File: config.mk
export PLATFORM = sky130hd
export DESIGN_NAME = id_issue_ctrl
export DESIGN_NICKNAME = d
export VERILOG_FILES = /design/src/rtl/id_issue_ctrl_pkg.sv /design/src/rtl/id_scoreboard.sv /design/src/rtl/id_issue_ctrl.sv
export SDC_FILE = /design/constraint.sdc
export NUM_CORES = 1
export LEC_CHECK = 0
export BUFFER_PORTS_ARGS = -buffer_cell sky130_fd_sc_hd__buf_2
export CAP_MARGIN = 10
export CORE_ASPECT_RATIO = 2
export CORE_MARGIN = 4
export CORE_UTILIZATION = 49
export CTS_CLUSTER_DIAMETER = 100
export CTS_CLUSTER_SIZE = 25
export DETAILED_ROUTE_END_ITERATION = 10
export PLACE_DENSITY = 0.77
export SLEW_MARGIN = 20
export SYNTH_ARGS = -nofsm -noshare
export SYNTH_HDL_FRONTEND = slang
export SYNTH_SLANG_ARGS = --single-unit
File: constraint.sdc
create_clock -name clk -period 2.7 [get_ports clk]
set_input_delay 0.27 -clock clk [delete_from_list [all_inputs] [get_ports clk]]
set_output_delay 0.27 -clock clk [all_outputs]
set_load 0.05 [all_outputs]
File: src/rtl/id_issue_ctrl_pkg.sv
`default_nettype none
// ============================================================================
// Module      : id_issue_ctrl_pkg
// Description : Shared constants and types for the decode-to-execute issue
//               controller. This includes the register index width, the
//               state encoding and the scoreboard lookup helper.
// Options     : ID_ISSUE_BYPASS_EN (consumed by id_issue_ctrl)
// Revision    : 1.0 - initial release
// ============================================================================
package id_issue_ctrl_pkg;

  // Architectural register file geometry (RV64 integer file)
  localparam int REG_AW = 5;
  localparam int NREGS  = 32;

  // Issue FSM encoding
  localparam logic [1:0] ISSUE_RUN   = 2'd0;
  localparam logic [1:0] ISSUE_DRAIN = 2'd1;
  localparam logic [1:0] ISSUE_FLUSH = 2'd2;

  typedef enum logic [1:0] {
    ST_RUN   = ISSUE_RUN,
    ST_DRAIN = ISSUE_DRAIN,
    ST_FLUSH = ISSUE_FLUSH
  } issue_state_e;

  // A register access conflicts when it is enabled, is not x0 and that
  // register still has a write pending.
  function automatic logic reg_hit(input logic              ena,
                                   input logic [REG_AW-1:0] addr,
                                   input logic [NREGS-1:0]  busy);
    return ena & (addr != '0) & busy[addr];
  endfunction

endpackage : id_issue_ctrl_pkg
`default_nettype wire

File: src/rtl/id_scoreboard.sv
`default_nettype none
// ============================================================================
// Module      : id_scoreboard
// Description : 32-entry pending-write scoreboard. One set port is driven by
//               issue and one clear port is driven by writeback. When both
//               ports name the same index in one cycle, the set wins. The
//               module also performs the three-read (rs1/rs2/rd) hazard
//               lookup. Entry x0 never becomes busy.
// Revision    : 1.0 - initial release
// ============================================================================
module id_scoreboard
  import id_issue_ctrl_pkg::*;
(
  input  logic              clk,
  input  logic              rst,
  input  logic              set_en_i,
  input  logic [REG_AW-1:0] set_addr_i,
  input  logic              clr_en_i,
  input  logic [REG_AW-1:0] clr_addr_i,
  input  logic              rs1_en_i,
  input  logic [REG_AW-1:0] rs1_addr_i,
  input  logic              rs2_en_i,
  input  logic [REG_AW-1:0] rs2_addr_i,
  input  logic              rd_en_i,
  input  logic [REG_AW-1:0] rd_addr_i,
  output logic              hazard_o,
  output logic [NREGS-1:0]  busy_o
);

  logic [NREGS-1:0] busy_q;
  logic [NREGS-1:0] busy_d;

  // Next busy vector. The clear is applied first so that a set to the same
  // index overrides it. x0 is forced back to zero afterwards.
  always_comb begin
    busy_d = busy_q;
    if (clr_en_i) begin
      busy_d[clr_addr_i] = 1'b0;
    end
    if (set_en_i) begin
      busy_d[set_addr_i] = 1'b1;
    end
    busy_d[0] = 1'b0;
  end

  // Scoreboard register
  always_ff @(posedge clk) begin
    if (rst) begin
      busy_q <= '0;
    end else begin
      busy_q <= busy_d;
    end
  end

  // RAW on either source, or WAW on the destination
  assign hazard_o = reg_hit(rs1_en_i, rs1_addr_i, busy_q)
                  | reg_hit(rs2_en_i, rs2_addr_i, busy_q)
                  | reg_hit(rd_en_i,  rd_addr_i,  busy_q);

  assign busy_o = busy_q;

endmodule : id_scoreboard
`default_nettype wire

File: src/rtl/id_issue_ctrl.sv
`default_nettype none
// ============================================================================
// Module      : id_issue_ctrl
// Description : Issue controller between decode and execute of the in-order
//               RV64 pipeline. It stalls on RAW/WAW hazards and on a full
//               in-flight window, serialises system/fence instructions by
//               draining the pipe, and squashes decode for one bubble cycle
//               on a redirect.
// Options     : ID_ISSUE_BYPASS_EN - when defined, execute forwarding is
//               assumed. Only loads mark their destination busy. When it is
//               undefined, every issued writer marks its destination busy.
// Revision    : 1.0 - initial release
// ============================================================================
module id_issue_ctrl
  import id_issue_ctrl_pkg::*;
#(
  parameter int MAX_INFLIGHT = 4,
  parameter int CNT_W        = 3
) (
  input  logic              clk,
  input  logic              rst,
  input  logic              id_valid,
  output logic              id_ready,
  output logic              issue_valid,
  input  logic              ex_ready,
  input  logic              rs1_r_ena,
  input  logic [REG_AW-1:0] rs1_r_addr,
  input  logic              rs2_r_ena,
  input  logic [REG_AW-1:0] rs2_r_addr,
  input  logic              rd_w_ena,
  input  logic [REG_AW-1:0] rd_w_addr,
  input  logic              mem_to_reg,
  input  logic              is_serial,
  input  logic              redirect,
  input  logic              wb_valid,
  input  logic              wb_w_ena,
  input  logic [REG_AW-1:0] wb_w_addr,
  output logic              if_flush,
  output logic              stall,
  output logic [CNT_W-1:0]  inflight,
  output logic [NREGS-1:0]  busy_vec
);

  issue_state_e     state_q;
  logic [CNT_W-1:0] inflight_q;
  logic [CNT_W-1:0] inflight_d;

  logic hz;
  logic full;
  logic ser_block;
  logic run;
  logic fire;
  logic retire;
  logic mark;
  logic set_en;

  // --------------------------------------------------------------------------
  // Scoreboard marking policy
  // --------------------------------------------------------------------------
`ifdef ID_ISSUE_BYPASS_EN
  // ALU results are forwarded, so only load results can still be late.
  assign mark = mem_to_reg;
`else
  // Without forwarding, every writer must reach writeback before use.
  logic mem_to_reg_unused;
  assign mem_to_reg_unused = mem_to_reg;
  assign mark              = 1'b1;
`endif

  // --------------------------------------------------------------------------
  // Issue decision
  // --------------------------------------------------------------------------
  assign run       = (state_q == ST_RUN);
  assign full      = (inflight_q == CNT_W'(MAX_INFLIGHT));
  assign ser_block = is_serial & (inflight_q != '0);

  // Handshake outputs are held low while reset is asserted.
  assign issue_valid = ~rst & run & id_valid & ~hz & ~full & ~ser_block & ~redirect;
  assign fire        = issue_valid & ex_ready;
  assign id_ready    = ~rst & (fire | redirect | (run & ~id_valid));
  assign if_flush    = ~rst & redirect;
  assign stall       = ~rst & id_valid & ~fire & ~redirect;

  // A retire with nothing in flight is ignored so the counter floors at zero.
  assign retire = wb_valid & (inflight_q != '0);
  assign set_en = fire & rd_w_ena & mark;

  // --------------------------------------------------------------------------
  // Pending-write scoreboard
  // --------------------------------------------------------------------------
  id_scoreboard u_scoreboard (
    .clk        (clk),
    .rst        (rst),
    .set_en_i   (set_en),
    .set_addr_i (rd_w_addr),
    .clr_en_i   (wb_valid & wb_w_ena),
    .clr_addr_i (wb_w_addr),
    .rs1_en_i   (rs1_r_ena),
    .rs1_addr_i (rs1_r_addr),
    .rs2_en_i   (rs2_r_ena),
    .rs2_addr_i (rs2_r_addr),
    .rd_en_i    (rd_w_ena),
    .rd_addr_i  (rd_w_addr),
    .hazard_o   (hz),
    .busy_o     (busy_vec)
  );

  // --------------------------------------------------------------------------
  // In-flight counter
  // --------------------------------------------------------------------------

  // Next count: an issue and a retire in the same cycle cancel out.
  always_comb begin
    inflight_d = inflight_q;
    case ({fire, retire})
      2'b10:   inflight_d = inflight_q + CNT_W'(1);
      2'b01:   inflight_d = inflight_q - CNT_W'(1);
      default: inflight_d = inflight_q;
    endcase
  end

  // In-flight counter register
  always_ff @(posedge clk) begin
    if (rst) begin
      inflight_q <= '0;
    end else begin
      inflight_q <= inflight_d;
    end
  end

  assign inflight = inflight_q;

  // --------------------------------------------------------------------------
  // Issue FSM
  // --------------------------------------------------------------------------

  // Redirect overrides everything. A serial instruction forces a drain before
  // it issues and holds younger instructions until it retires.
  always_ff @(posedge clk) begin
    if (rst) begin
      state_q <= ST_RUN;
    end else if (redirect) begin
      state_q <= ST_FLUSH;
    end else begin
      case (state_q)
        ST_FLUSH: state_q <= ST_RUN;
        ST_RUN: begin
          if ((fire & is_serial) | (id_valid & ser_block)) begin
            state_q <= ST_DRAIN;
          end
        end
        ST_DRAIN: begin
          if (inflight_q == '0) begin
            state_q <= ST_RUN;
          end
        end
        default: state_q <= ST_RUN;
      endcase
    end
  end

endmodule : id_issue_ctrl
`default_nettype wire

# Word-level counts from Yosys, hierarchy flattened
# Cells that the tools add are included.
# Widths: inputs -> output; s select.
# word_totals
reg_bits,37
latch_bits,0
ramBits,0
mem_bits_ro,0
input_bits,32
mem_count,0
# classes
addsub,2
mul,0
div,0
order_cmp,6
n_eq_ne,8
shift,0
mux,17
bitwise,40
reduce_logical,12
# op_table
operator,n
$mux 32,2
$and 32x32->32,1
$not 32->32,1
$or 32x32->32,1
$and 1x1->1,25
$lt 5x6->1 const B,4
$bmux 1 s5,3
$reduce_bool 5->1,3
$demux 1 s5,2
$ge 5x1->1 const B,2
$not 1->1,7
$mux 2,3
$pmux 3 s2,1
$mux 1,5
$or 1x1->1,5
$eq 2x1->1 const B,2
$pmux 2 s2,1
$reduce_and 2->1,2
$add 3x1->3 const B,1
$eq 3x3->1 const B,1
$logic_not 3->1,1
$ne 3x2->1 const B,1
$ne 3x3->1 const B,1
$reduce_bool 3->1,1
other kinds (8),9

# Logic depth before layout (Yosys ltp)
# logic_depth
ltp_word,16
ltp_mapped,14

# Hierarchy
# From an unflattened synthesis, not the netlist that was laid out.
# hier_totals
hier_cells,276
hier_area_um2,2478.6
# modules_own_cells
mod,n_inst,cells_per_inst,area_each_um2,seq_area_each_um2
id_scoreboard,1,235,2120.8,620.6
id_issue_ctrl,1,41,357.8,100.1

# Least setup slack after synthesis
# Ideal clock, no wire load.
# synth_timing
path_type,register to register
start,register u_scoreboard.busy_q[5] (netlist: u_scoreboard.busy_o[5])
end,register inflight_q[2] (netlist: inflight[2])
setup_time_ns,0.071
arrival_ns,3.013
required_time_ns,2.629
setup_slack_ns,-0.384
stages_incl_launch_ff,13
path_buffers,0
period_less_slack_ns,3.084
path_cell_list,dfxtp_1 -> mux2i_1 -> mux4_2 -> nor3_1 -> a311oi_1 -> o22ai_2 -> or2_1 -> ha_1 -> inv_1 -> fa_1 -> xor2_1 -> or3_1 -> a21oi_1
# synth_via
elab_chain_cells,13
elab_cells_between_ends,21
# synth_rtl
element,line,source
start: declaration,id_scoreboard.sv:30,logic [NREGS-1:0] busy_q;
start signal: assignment,id_scoreboard.sv:51,busy_q <= busy_d;
$bmux 1 s5,id_issue_ctrl_pkg.sv:32,return ena & (addr != '0) & busy[addr];
$mux 1 (not written as such),id_issue_ctrl_pkg.sv:32,
$and 1x1->1,id_issue_ctrl_pkg.sv:32,
$or 1x1->1,id_scoreboard.sv:57,"| reg_hit(rs2_en_i, rs2_addr_i, busy_q)"
$or 1x1->1 (*),id_scoreboard.sv:58,"| reg_hit(rd_en_i, rd_addr_i, busy_q);"
$not 1->1 (*),id_issue_ctrl.sv:78,assign issue_valid = ~rst & run & id_valid & ~hz & ~full & ~ser_block & ~redirect;
$and 1x1->1 (*) (4 in series),id_issue_ctrl.sv:78,
$and 1x1->1 (*),id_issue_ctrl.sv:79,assign fire = issue_valid & ex_ready;
$eq 2x1->1 / $eq 2x2->1 (equally long branches),id_issue_ctrl.sv:115,"case ({fire, retire})"
$pmux 3 s2 / $reduce_bool 2->1 (equally long branches),n/a,
end signal: assignment,id_issue_ctrl.sv:127,inflight_q <= inflight_d;
end: declaration,id_issue_ctrl.sv:45,logic [CNT_W-1:0] inflight_q;
# Every way passes the cells marked *; elsewhere a longest branch is shown, timed or not. The select of a mux whose other input is x is not followed.
# A chain may end at the register's enable or synchronous reset.

# Worst setup path in the final report
# layout_timing
start,register u_scoreboard.busy_q[27] (netlist: u_scoreboard.busy_o[27])
end,register inflight_q[2] (netlist: inflight[2])
# The elaborated chain is that of the path after synthesis.

==> impl_metrics.csv <==
group,metric,value,unit
power,power.leakage,1.578,nW
global_routing,antenna_found_initial,0,
synthesis,synthesis.area,2949,sq um
layout,diodes,0,
timing,finClkSkew,0.006338,ns
synthesis,ys_ff_latch,36,
synthesis,synth.top_cell.area_share,24.44,%
die,die_h,117.7,um
placement,place_congestion,0.9760,
timing,period_share,104.3,%
drt,via_per_inst,6.539,
worst_setup_path,endpoint_kind,"flip-flop",
drt,via_count,3348,
synthesis,synth_cells,346,
synthesis,syn_avg_cell_area,8.523,sq um
layout,fin_nets,484,
power,switching_power,0.4546,mW
power,p_sw_share,29.30,%
timing,maxSlewViolCount,0,
clock_tree,cts_sinks,36,
placement,port_buffers,68,
drt,antenna_left,0,
timing,rsz0062_at_grt,"true",
synthesis,synth_common_cells,"dfxtp_1, nand3_1, o21ai_2, nand2_1, nor2b_1",
layout,area_growth,34.41,%
die,chipWidth,62.86,um
global_routing,grt_max_degree,44,
run_status,outcome,"finished with violations",
synthesis,yosysWarnings,0,
drt,wl_per_cell,21.73,um
clock_tree,h-tree-depth,2,
power,peakVddDrop,0.4484,mV
timing,layout_setup_ws,-0.1168,ns
power,power,1.552,mW
synthesis,post_synth_num_cell_types,55,
synthesis,yosys.area.top_type,"dfxtp_1",
min_path,hp-class,"primary input to flip-flop",
drt,drt_pre_antenna_iters,5,
clock_tree,cts_buffers,5,
power,internal_power,1.097,mW
synthesis,async_flop_share,0,%
worst_setup_path,cp.required,2.91,ns
global_routing,grt_pass1_vias,3333,
drt,drc,0,
clock_tree,cts.clk_slew.worst_paths,0.06,ns
timing,hold_viol,0,
worst_setup_path,cp.arrival,3.03,ns
clock_tree,cts_tree,"done",
die,num_rows,39,
die,core_area,5758,sq um
power,power_frac_comb,23.2,%
timing,fin_crit,2.817,ns
synthesis,synth_seq_area_share,24.44,%
die,start_util,51.22,%
clock_tree,clkLatencyLatePin,0.29,ns
global_routing,grt_use_total,30.47,%
power,p_clk_share,42.6,%
worst_setup_path,cp_max_fo,5,
die,io_pins,71,
clock_tree,cts_root_buf,"clkbuf_16",
timing,slew_headroom,48.03,%
run,maxCapViolCount,0,
synthesis,synth_edf_count,0,
synthesis,yosysMostFrequentCell,"dfxtp_1",
global_routing,grt_pass1_wl,17330,um
timing,finalSetupViolations,5,
placement,post-place-ws,-0.3854,ns
timing,fmax,355.0,MHz
worst_setup_path,start_kind,"flip-flop",
synthesis,synthFlopType,"dfxtp_1",
global_routing,grt-ovfl-total,0,
power,power.density,391.5,nW/um^2
die,dieArea,7399,sq um
synthesis,syn_nets,380,
clock_tree,clk_path_buf_depth,2,
power,pwr-share-seq,34.2,%
worst_setup_path,crit_type,"flip-flop to flip-flop",
placement,hpwl,8455,um
synthesis,synthTopCellsByArea,"dfxtp_1, o21ai_2, mux4_2, nand3_1, mux2i_1",
drt,initialDrtViolationCount,180,
drt,detail_route.wirelength,11120,um
timing,tightest_slew,0.7766,ns
run_status,violations,"setup timing",
layout,drive_above_1_share,48.56,%
-- path summary, 6_finish.rpt --
kind / endpoint / depth (start not counted) / startpoint / slack (ns)
hold / removal: state_q[1]$_SDFFE_PP0P_ / 3 / redirect / 0.34
setup reg to reg: inflight[2]$_SDFFE_PP0P_ / 12 / u_scoreboard.busy_o[27]$_SDFF_PP0_ / -0.12
hold reg to reg: u_scoreboard.busy_o[9]$_SDFF_PP0_ / 2 / u_scoreboard.busy_o[9]$_SDFF_PP0_ / 0.53
setup / recovery: inflight[2]$_SDFFE_PP0P_ / 12 / u_scoreboard.busy_o[27]$_SDFF_PP0_ / -0.12
-- registers in the layout, indices dropped and copies added, names as in the netlist --
signal               flops
u_scoreboard.busy_o     31
inflight                 3
state_q                  2
-- critical path, cell delays in order, from the launching register on --
cell	delay, ns
dfxtp_4	0.36
mux4_2	0.46
mux2_2	0.28
a31o_1	0.19
a21oi_2	0.15
o22ai_4	0.10
or2_1	0.24
ha_2	0.19
inv_2	0.06
fa_2	0.19
xor2_1	0.07
or3_1	0.32
a21oi_2	0.12
-- layout make-up --
cell class / count / area, sq um
multi-input cells: 280 / 2126
fillers: 469 / 1794
flip-flops and latches: 36 / 813.3
repair buffers: 118 / 752.0
clock buffers: 5 / 125.1
well taps: 61 / 76.32
clock inverters: 3 / 37.54
inverters: 9 / 33.78
-- timing repair --
action                     4_1_cts  5_1_grt
pin swaps                        4        3
setup endpoints to repair        5        7
cloned                           0        0
buffers inserted                 5        0
hold buffers                     0        0
resized for setup               12        4
-- cells in the final DEF, fill, tap and decap left out, drive strengths merged, types with 14 or more instances in the layout --
cell type / count
buf: 116
o21ai: 52
dfxtp: 36
nand3: 33
nand2: 27
nor2b: 25
nand3b: 21
nor2: 17
mux2i: 16
mux4: 14
-- per-layer routing --
layer	GRT usage [%]	vias up	part of all wire (%)
li1	-	1509	-
met1	29.11	1600	32
met2	56.72	185	54
met3	5.062	54	6.6
met4	21.85	0	7.3
met5	0	-	0
-- power groups by stage --
stage	combinational, mW	sequential, mW	clock (mW)
after floorplan	0.186	0.560	0
after global placement	0.324	0.540	0
after detailed placement	0.327	0.540	0
after CTS	0.349	0.530	0.665
after global routing	0.384	0.531	0.680
final	0.360	0.530	0.662
-- through the flow --
| stage | TNS [ns] | instances | cell area [sq um] | util (%) | hold slack, ns |
|---|---|---|---|---|---|
| after floorplan | -0.1078 | 346 | 3083 | - | 0.3982 |
| after global placement | -0.4887 | 499 | 3707 | 64.39 | 0.5145 |
| after detailed placement | -1.022 | 499 | 3707 | 64.39 | 0.5200 |
| after CTS | -0.3194 | 512 | 3955 | 68.69 | 0.3451 |
| after global routing | -0.5736 | 512 | 3964 | 68.84 | 0.3661 |
| final | -0.2379 | 512 | 3964 | 68.84 | 0.3425 |
-- cell families after synthesis --
logic type | after synthesis | synth area share, %
XOR/XNOR | 2 | 0.5941
AO/OA/AOI/OAI | 83 | 21.64
other | 1 | 0.1272
multiplexers | 32 | 17.39
flip-flops | 36 | 24.44
adder cells (fa/ha/maj) | 2 | 1.103
AND/OR/NAND/NOR | 160 | 29.61
buffers and inverters | 30 | 5.091
(Power assumes the default switching activity.)
